===== src/rtl/pkt_deser.sv =====
// pkt_deser: serial-to-parallel packet receiver.
// Shifts in a qualified serial stream (MSB first) into a PKT_W-bit packet and
// hands each completed packet to a consumer over a registered valid/ack pair.
// A separate output register lets the next packet shift in while the previous
// one waits for ack.
//
// Ports:
//   clk      rising-edge clock
//   rst      synchronous active-high reset
//   sin      serial data bit
//   pkt_flg  sin carries a valid packet bit this cycle
//   pkt_clr  abort the partially received packet
//   pkt_ack  consumer accepts dout (only meaningful while pkt_vld=1)
//   dout     last completed packet, first received bit at dout[PKT_W-1]
//   pkt_vld  dout holds an unconsumed packet
//   ovf      sticky: a completed packet was dropped
//   bit_cnt  bits collected in the current partial packet
module pkt_deser #(
  parameter int unsigned PKT_W = 64,
  parameter int unsigned CNT_W = 7
) (
  input  logic             clk,
  input  logic             rst,
  input  logic             sin,
  input  logic             pkt_flg,
  input  logic             pkt_clr,
  input  logic             pkt_ack,
  output logic [PKT_W-1:0] dout,
  output logic             pkt_vld,
  output logic             ovf,
  output logic [CNT_W-1:0] bit_cnt
);

  localparam logic [0:0] IDLE  = 1'b0;
  localparam logic [0:0] SHIFT = 1'b1;

  localparam logic [CNT_W-1:0] LAST_CNT = CNT_W'(PKT_W - 1);

  logic [0:0]       state;
  logic [0:0]       state_nxt;
  logic [PKT_W-1:0] sreg;
  logic [PKT_W-1:0] sreg_nxt;
  logic [PKT_W-1:0] full_c;
  logic [PKT_W-1:0] dout_nxt;
  logic [CNT_W-1:0] cnt_nxt;
  logic             vld_nxt;
  logic             ovf_nxt;

  // State and datapath registers
  always_ff @(posedge clk) begin
    if (rst) begin
      state   <= IDLE;
      sreg    <= '0;
      bit_cnt <= '0;
      dout    <= '0;
      pkt_vld <= 1'b0;
      ovf     <= 1'b0;
    end else begin
      state   <= state_nxt;
      sreg    <= sreg_nxt;
      bit_cnt <= cnt_nxt;
      dout    <= dout_nxt;
      pkt_vld <= vld_nxt;
      ovf     <= ovf_nxt;
    end
  end

  // Next-state, shift and handshake logic
  always_comb begin
    state_nxt = state;
    sreg_nxt  = sreg;
    cnt_nxt   = bit_cnt;
    dout_nxt  = dout;
    vld_nxt   = pkt_vld;
    ovf_nxt   = ovf;
    full_c    = {sreg[PKT_W-2:0], sin};

    // Ack retires the held packet; a same-edge completion may reload it below.
    if (pkt_vld && pkt_ack) begin
      vld_nxt = 1'b0;
    end

    if (pkt_clr) begin
      state_nxt = IDLE;
      sreg_nxt  = '0;
      cnt_nxt   = '0;
    end else if (pkt_flg) begin
      sreg_nxt = full_c;
      case (state)
        IDLE: begin
          state_nxt = SHIFT;
          cnt_nxt   = CNT_W'(1);
        end
        default: begin
          if (bit_cnt == LAST_CNT) begin
            state_nxt = IDLE;
            cnt_nxt   = '0;
            // Output register is free if empty or being acked this edge.
            if (!pkt_vld || pkt_ack) begin
              dout_nxt = full_c;
              vld_nxt  = 1'b1;
            end else begin
              ovf_nxt = 1'b1;
            end
          end else begin
            cnt_nxt = bit_cnt + CNT_W'(1);
          end
        end
      endcase
    end
  end

endmodule

===== config.mk =====
export PLATFORM = sky130hd
export DESIGN_NAME = pkt_deser
export DESIGN_NICKNAME = d
export VERILOG_FILES = /design/src/rtl/pkt_deser.sv
export SDC_FILE = /design/constraint.sdc
export NUM_CORES = 1
export LEC_CHECK = 0
export ABC_AREA = 1
export BUFFER_PORTS_ARGS = -buffer_cell sky130_fd_sc_hd__buf_4
export CORE_MARGIN = 2
export CORE_UTILIZATION = 27
export CTS_BUF_LIST = sky130_fd_sc_hd__clkbuf_16
export DETAILED_ROUTE_END_ITERATION = 10
export HOLD_SLACK_MARGIN = 0.1
export PLACE_DENSITY_LB_ADDON = 0.08
export SYNTH_ARGS = -nofsm -noshare
export SYNTH_HDL_FRONTEND = slang
export SYNTH_SLANG_ARGS = --single-unit

===== constraint.sdc =====
create_clock -name clk -period 3.6 [get_ports clk]
set_clock_uncertainty 0.15 [all_clocks]
set_input_delay 0.36 -clock clk [delete_from_list [all_inputs] [get_ports clk]]
set_output_delay 0.36 -clock clk [all_outputs]
set_load 0.03 [all_outputs]

==> out/qor.txt, run 1 <==
Status - complete, no violations
Cell Pwr Density - 492.7 nW/um^2
FMAX - 0.4385 GHz
Die area - 20,600 um^2
EDFF count, synth - 0
Final non-filler cell total - 1,095
Initial Util - 27.27%
Vias - 4,418
Mapped Nets - 761
Endpoints failing hold - 0
Core Area - 19,270 um^2
GPL Wtd Cong - 0.7352
Antenna cells - 0
Hold Startpoint - pkt_clr
Top-count cell post-synth - nand2_1
# IOs - 79
CP max FO - 58
Final period util - 63.34%
Tmin final - 2.280 ns
Final Max Tran Viols - 0
Largest stage delay, worst path - 0.44 ns
Mapped cell area - 5255 um^2
Synth top cells by count - nand2_1 (271), nor2_1 (141), dfxtp_1 (137)
Syn avg cell area - 6.970 um^2
Largest net degree at the start of global routing - 67
Initial antenna violation count - 0
Via density - 4.035
Required @ worst endpoint - 3.80 ns
Setup bufs post-CTS - 0
FF/Latch Area - 2743 um^2
Max cap viols - 0
Gr ovfl total - 0
Worst Hold Class - input pin to register
Share of the synthesized area in the top cell type - 52.19%
CP max-delay cell - buf_4
Static Leak - 3.109 nW
Initial DRC Count - 257
Met3 usage - 3.965%
RSZ-0062 raised after global routing - no
Max IR drop VDD - 0.3007 mV
CP top delay family - simple AND/OR/NAND/NOR gates
Clock sink total - 137
Worst r2r src - bit_cnt[0]
Row count - 51
Ys Warns - 0
Synth cell types - 20
Placed cells - 1,060
Async S/R FF share, synth - 0%
Worst-path cell chain - ha_1 > nand3_2 > nor2_2 > nand3_4 > buf_4 > nand2_1 > nand2_1 > nor2_1
Area after DPL - 6000 um^2
CP Class - register to register
Worst setup path start - bit_cnt[0]
Drt pass-1 iters - 4
Skew-Pair Late Insertion Delay - 0.42 ns
Seq cells post-synth - 137
Die width - 143.5 um
Die Ht - 143.5 um
CTS tree - yes
CTS Buf Count - 17
Layout cells sized above 1 - 14.34%
Startpoint Class - register
Routed wire length - 12.20 mm
Leading area contributor after synthesis - dfxtp_1
Global routing usage on met1 - 16.04%
Port Buf Inserts - 78
Final setup viols - 0
Seq/Total Area, Yosys - 52.19%
Mapped Cells - 754
Final WS setup - 1.320 ns
Synth area leaders - dfxtp_1 (52%), nand2_1 (19%), nor2_1 (10%), a21oi_1 (6.7%), inv_1 (5.4%)
Worst slack, placed - 1.133 ns
Multi-input gate area - 2017 um^2
Top_reg_cell synth - dfxtp_1
Least-Margin Pin Slew - 1.181 ns
# H-tree levels - 4
GRT Max-Usage Layer - met2
Vias in the first global route - 4,045
Post-route ant nets - 0
DRC violations left - 0
CP dominant cell by count - nand2_1
Clock-pin slew on the worst setup and hold paths - 0.06 ns
HPWL Detailed - 7.353 mm
Clk root buf - clkbuf_16
Tot GR Track Use - 12.47%
Nets@finish - 824
CP bufs+invs - 1
Final instance area - 6590 um^2
Filler cells - 2,119
Worst EP arrival - 2.48 ns
First-pass GRT wire length - 20.10 mm
Routed wire per std cell - 11.14 um
CP Capture Type - register
Worst rel slew slack - 21.26%
Max Buffers Root-to-Sink - 2
Area growth from synthesis to layout - 25.40%
Setup_tns - 0 ns
Grt met2 use - 19.65%
power breakdown:
part | total (mW) | switching (mW) | internal, mW | leakage [nW]
clock | 1.66 | 0.653 | 1.00 | 0.277
sequential | 1.52 | 0.00164 | 1.52 | 1.10
combinational | 0.0695 | 0.0571 | 0.0124 | 1.73
total | 3.25 | 0.712 | 2.54 | 3.11
final cells by class:
cell class              instances  share of cell area (%)
clock inverters                15                   2.051
clock buffers                  17                   6.455
repair buffers                 86                   9.911
flip-flops and latches        137                   41.62
inverters                      76                   4.329
multi-input cells             499                   30.61
well taps                     265                   5.031
tightest hold or removal path, delay by kind of cell:
kind,cells,cell delay [ns]
AO/OA/AOI/OAI,1,0.15
buffers and inverters,1,0.10
AND/OR/NAND/NOR,1,0.04
worst paths after layout:
kind	endpoint	slack, ns	cells after the start
worst min register to register	sreg[62]	0.31	2
worst min-delay path	pkt_vld	0.13	3
worst max-delay path	dout[14]	1.32	8
worst max register to register	dout[14]	1.32	8
flip-flops by register name (all words and copies together) (netlist names):
register	flops
bit_cnt	7
dout	64
ovf	1
pkt_vld	1
sreg	63
state	1
per-layer routing:
metal | vias to the layer above | part of all wire, %
li1 | 2384 | -
met1 | 1953 | 50
met2 | 68 | 45
met3 | 13 | 3.7
met4 | 0 | 1.3
met5 | - | 0
cell usage in the layout (no fill, tap or decap):
| master | instances |
|---|---|
| a21oi_1 | 70 |
| ha_1 | 1 |
| nand3_2 | 1 |
| clkinvlp_4 | 2 |
| inv_2 | 3 |
| nor2_1 | 141 |
| o21bai_1 | 1 |
| dlygate4sd3_1 | 3 |
| bufinv_16 | 2 |
| nand3_1 | 4 |
| nand3_4 | 1 |
| a211oi_1 | 1 |
| clkbuf_16 | 17 |
| clkinv_1 | 2 |
| dfxtp_1 | 137 |
| o21ai_0 | 4 |
| o21a_1 | 1 |
| nand4_1 | 1 |
| clkinv_2 | 7 |
| buf_4 | 83 |
| clkinv_4 | 2 |
| nor2_2 | 1 |
| nor3_1 | 1 |
| nand2_1 | 271 |
| inv_1 | 73 |
per-stage QoR:
step	total power [mW]	hold slack, ns	util [%]
2_1_floorplan	1.599	0.2791	-
3_3_place_gp	1.622	0.2905	31.13
3_5_place_dp	1.623	0.2961	31.13
4_1_cts	3.309	0.1105	34.20
5_1_grt	3.379	0.1210	34.20
6_report	3.247	0.1316	34.20
logic make-up (layout without fill, tap and decap cells):
group	after synthesis	after routing	share of synthesized area, %
flip-flops	137	137	52.19
adder cells (fa/ha/maj)	1	1	0.2381
buffers and inverters	118	194	9.667
AND/OR/NAND/NOR	421	421	30.43
AO/OA/AOI/OAI	77	77	7.476
timing repair:
action | in CTS | in global routing
gates resized for setup | 0 | 0
hold buffers | 3 | 0
hold endpoints to repair | 3 | 0
Note: power is estimated with default switching activity, not from simulation.
==> run 2: changes to the inputs <==
clock period = 2.24 ns   (was 3.6 ns; I/O delays follow)
==> out/qor.txt, run 2 (synthesized netlist as in run 1, its figures left out) <==
Hold Startpoint - pkt_flg
CP top delay family - buffers and inverters
Least-Margin Pin Slew - 0.6650 ns
CP Capture Type - register
Setup_tns - 0 ns
R2R cell count - 7
Setup bufs post-CTS - 0
Max Buffers Root-to-Sink - 2
Cell Pwr Density - 813.7 nW/um^2
Clk root buf - clkbuf_16
CP dominant cell by count - dlygate4sd3_1
CTS Buf Count - 17
Static Leak - 3.163 nW
Vias in the first global route - 4,254
Post-CTS sizing - 0
Endpoints failing hold - 0
Max reg flops - 64
Tmin final - 2.109 ns
Status - complete, no violations
# IOs - 79
DRC violations left - 0
Routed wire per std cell - 10.94 um
Die width - 143.5 um
Worst Hold Class - input pin to register
Final Max Tran Viols - 0
RSZ-0062 raised after global routing - no
Most frequent cells in the layout - nand2_1 (271), nor2_1 (141), dfxtp_1 (137)
Row count - 51
Area growth from synthesis to layout - 27.79%
GPL Wtd Cong - 0.7447
Antenna cells - 0
Hold_buf cts - 5
Hold Crit Depth - 4
Reg2reg end - pkt_vld
Vias - 4,510
Most common cell after layout, fill and taps aside - nand2_1
CP bufs+invs - 5
Top Registers - dout: 64 flops, sreg: 63 flops, bit_cnt: 7 flops
Worst-path cell chain - dlygate4sd3_1 > buf_4 > inv_2 > buf_12 > o21a_1 > dlygate4sd3_1
Initial DRC Count - 189
Worst rel slew slack - 55.67%
FMAX - 0.4741 GHz
Area after DPL - 6057 um^2
Initial antenna violation count - 0
CTS tree - yes
Placed cells - 1,061
Largest stage delay, worst path - 0.54 ns
Max IR drop VDD - 0.5160 mV
Hold EP - bit_cnt[0]
Clock sink total - 137
Worst r2r src - bit_cnt[1]
Required @ worst endpoint - 2.45 ns
Drt pass-1 iters - 4
Post-route ant nets - 0
Die Ht - 143.5 um
Final setup viols - 0
Routed wire length - 12.01 mm
Gr ovfl total - 0
R2R Setup Slk - 0.26 ns
Tot GR Track Use - 12.56%
Port Buf Inserts - 78
Startpoint Class - input pin
Die area - 20,600 um^2
Core Area - 19,270 um^2
CP Class - input pin to register
First-pass GRT wire length - 20.63 mm
Worst EP arrival - 2.32 ns
Max cap viols - 0
CP max-delay cell - dlygate4sd3_1
CP max FO - 38
Nets@finish - 827
Initial Util - 27.27%
Top reg by flops - dout
Via density - 4.107
Skew-Pair Late Insertion Delay - 0.41 ns
Largest net degree at the start of global routing - 129
Final instance area - 6715 um^2
Layout cells sized above 1 - 14.17%
Clock-pin slew on the worst setup and hold paths - 0.06 ns
# H-tree levels - 4
Final non-filler cell total - 1,098
HPWL Detailed - 7.127 mm
Final period util - 94.16%
-- run 2: cell count changes in the layout (fill, tap and decap cells not counted) --
cell           previous run  this run
buf_12                    0         4
clkinv_2                  7         3
buf_4                    83        80
bufinv_16                 2         4
clkinv_1                  2         4
dlygate4sd3_1             3         5
-- run 2: how the worst max path moves through the flow --
stage	startpoint	end	slack, ns	cells past startpoint
after floorplan	bit_cnt[1]	dout[11]	0.38	8
after global placement	bit_cnt[1]	dout[37]	0.45	7
after detailed placement	bit_cnt[1]	dout[0]	0.44	7
after CTS	rst	pkt_vld	0.14	6
after global routing	rst	pkt_vld	0.05	6
final	rst	pkt_vld	0.13	6
-- run 2: per-stage QoR --
step                power (mW)  worst slack, ns  hold WS, ns  util, %
floorplan                2.570           0.3756       0.1431        -
global placement         2.620           0.4484       0.2630    31.43
detailed placement       2.620           0.4401       0.2676    31.43
CTS                      5.564           0.1376       0.1295    34.85
global route             5.703          0.04587       0.2042    34.85
finish                   5.464           0.1308       0.1539    34.85
-- run 2: report_power, final --
part	internal [mW]	switching, mW	total, mW	leakage (nW)
logic	0.0304	0.0953	0.126	1.77
clock network	1.84	1.05	2.90	0.293
registers	2.44	0.00247	2.44	1.10
total	4.31	1.15	5.46	3.16
-- run 2: worst reg2reg max path: stages (launching register included) --
cell           delay (ns)
dfxtp_1              0.39
ha_1                 0.22
nand3_2              0.12
nor2_2               0.19
nand2_1              0.10
nor2_1               0.10
o21a_1               0.11
dlygate4sd3_1        0.53
-- run 2: cell type report --
cell class / instances / area [um^2]
tap: 265 / 331.6
sequential: 137 / 2743
multi-input combinational: 499 / 2017
fill: 2095 / 12560
clock inverter: 15 / 182.7
inverter: 76 / 285.3
clock buffer: 17 / 425.4
timing repair buffer: 89 / 730.7
-- run 2: layer usage --
layer	global-route usage, %	share of wire, %	routed length, um
met5	0	0	0
met4	4.025	1.1	133
met3	3.799	4.2	499
met2	20.40	44	5339
met1	15.97	50	6039
==> run 3: changes to the inputs <==
ABC_AREA = unset   (was 1)
CELL_PAD_IN_SITES_DETAIL_PLACEMENT = 0   (was unset)
CELL_PAD_IN_SITES_GLOBAL_PLACEMENT = 2   (was unset)
==> out/qor.txt, run 3 <==
# H-tree levels - 4
Least-Margin Pin Slew - 0.5974 ns
DRC violations left - 0
Combinational power share - 3.3%
Routed wire per std cell - 13.16 um
Post-route ant nets - 0
Final Power - 5.176 mW
Multi-input gate area - 2606 um^2
Final period util - 95.71%
Antenna cells - 0
Top-count cell post-synth - dfxtp_1
Most common cell after layout, fill and taps aside - dfxtp_1
Max IR drop VDD - 0.4741 mV
Clock-pin slew on the worst setup and hold paths - 0.05 ns
Share of the synthesized area in the top cell type - 48.98%
Net Switching - 1.106 mW
CTS Buf Count - 17
Setup_tns - 0 ns
Gr ovfl total - 0
CP max FO - 8
RSZ-0062 raised after global routing - no
Tmin final - 2.144 ns
FMAX - 0.4664 GHz
Sequential cell fraction of total power - 47.2%
Clk root buf - clkbuf_16
Worst Hold Class - input pin to register
Synth area leaders - dfxtp_1 (49%), mux2i_1 (23%), nand2b_1 (15%), nor2_1 (4.6%), buf_12 (2.5%)
Tot GR Track Use - 11.06%
Clock sink total - 137
Filler cells - 2,134
Worst EP arrival - 2.31 ns
# IOs - 79
Cell Pwr Density - 724.3 nW/um^2
Top_reg_cell synth - dfxtp_1
CTS tree - yes
Endpoints failing hold - 0
Die area - 21,910 um^2
First-pass GRT wire length - 19.24 mm
Die Ht - 148.0 um
Vias - 3,768
Max cap viols - 0
Area growth from synthesis to layout - 27.62%
Startpoint Class - register
Final setup viols - 0
Top reg by flops - dout
Seq/Total Area, Yosys - 48.98%
Syn avg cell area - 10.31 um^2
CP Class - register to register
Final Max Tran Viols - 0
Initial antenna violation count - 0
Required @ worst endpoint - 2.41 ns
Row count - 52
Ys Warns - 0
Via density - 4.145
Final instance area - 7146 um^2
Layout cells sized above 1 - 20.34%
Hold Crit Depth - 4
Leading area contributor after synthesis - dfxtp_1
Skew-Pair Late Insertion Delay - 0.41 ns
FF/Latch Area - 2750 um^2
Static Leak - 2.675 nW
Synth top cells by count - dfxtp_1 (137), nand2b_1 (130), mux2i_1 (127)
Largest net degree at the start of global routing - 78
Nets@finish - 634
Vias in the first global route - 3,738
Routed wire length - 11.96 mm
Mapped Nets - 550
EDFF count, synth - 0
Clock power share - 49.5%
Drt pass-1 iters - 4
Port Buf Inserts - 78
R2R cell count - 7
Area after DPL - 6447 um^2
Initial DRC Count - 125
GPL Wtd Cong - 0.7346
Max Buffers Root-to-Sink - 2
Status - complete, no violations
HPWL Detailed - 7.445 mm
Seq cells post-synth - 137
Synth cell types - 26
Max reg flops - 64
Top Registers - dout: 64 flops, sreg: 63 flops, bit_cnt: 7 flops
CP Capture Type - register
Initial Util - 27.58%
Mapped Cells - 543
Most frequent cells in the layout - dfxtp_1 (135), nand2b_1 (130), mux2i_1 (126)
Die width - 148.0 um
Pint - 4.070 mW
Mapped cell area - 5599 um^2
Sw Ratio - 21.36%
Worst rel slew slack - 60.03%
Async S/R FF share, synth - 0%
Core Area - 20,300 um^2
run 3: path summary, 6_finish.rpt:
| kind | end | startpoint | slack, ns |
|---|---|---|---|
| worst max-delay path | dout[34] | bit_cnt[0] | 0.1 |
| worst min-delay path | state | pkt_flg | 0.19 |
| worst max register to register | dout[34] | bit_cnt[0] | 0.1 |
| worst min register to register | bit_cnt[6] | bit_cnt[6] | 0.32 |
run 3: power groups by stage:
stage	clock [mW]	combinational (mW)	sequential [mW]
3_3_place_gp	0	0.170	2.49
5_1_grt	2.79	0.189	2.44
3_5_place_dp	0	0.170	2.49
2_1_floorplan	0	0.127	2.50
4_1_cts	2.67	0.177	2.44
6_report	2.56	0.173	2.44
run 3: logic make-up after synthesis:
family / Yosys count / share of synthesized area [%]
buf+inv: 40 / 4.849
simple gates: 222 / 21.56
compound gates: 16 / 1.676
fa+ha+maj: 1 / 0.2234
mux: 127 / 22.70
flops: 137 / 48.98
run 3: worst max-delay path, cell delays in order, from the launching register on:
cell and delay [ns]:
dfxtp_4 0.37, ha_4 0.15, nand3_2 0.09, or3_4 0.35
nor4b_4 0.34, buf_6 0.22, buf_12 0.15, mux2i_2 0.22
run 3: layer usage:
layer / up-vias / GRT usage (%) / wire [um] / share of wire, %
li1: 1958 / - / - / -
met1: 1737 / 14.25 / 5800 / 48
met2: 62 / 17.29 / 5460 / 46
met3: 11 / 3.951 / 576 / 4.8
met4: 0 / 3.571 / 126 / 1.1
met5: - / 0 / 0 / 0
run 3: final cells by class:
| type | count | area share (%) |
|---|---|---|
| clock inverters | 13 | 1.226 |
| flip-flops and latches | 137 | 38.49 |
| multi-input cells | 366 | 36.47 |
| repair buffers | 102 | 12.62 |
| inverters | 3 | 0.1576 |
| well taps | 270 | 4.728 |
| clock buffers | 18 | 6.304 |
run 3: timing repair:
item | 4_1_cts | 5_1_grt
hold buffers | 4 | 0
cloned | 0 | 3
hold endpoints to repair | 10 | 0
buffers inserted | 0 | 2
setup endpoints to repair | 1 | 57
resized for setup | 1 | 5
pin swaps | 0 | 2
run 3: per-stage QoR:
| stage | cells | util [%] | setup slack [ns] | hold WS (ns) |
|---|---|---|---|---|
| finish | 909 | 35.20 | 0.09614 | 0.1879 |
| floorplan | 543 | - | 0.02737 | 0.2216 |
| detailed placement | 869 | 31.76 | 0.04664 | 0.3037 |
| global route | 909 | 35.20 | 0.01458 | 0.2154 |
| global placement | 869 | 31.76 | 0.08424 | 0.3024 |
| CTS | 904 | 34.63 | 0.01722 | 0.1627 |
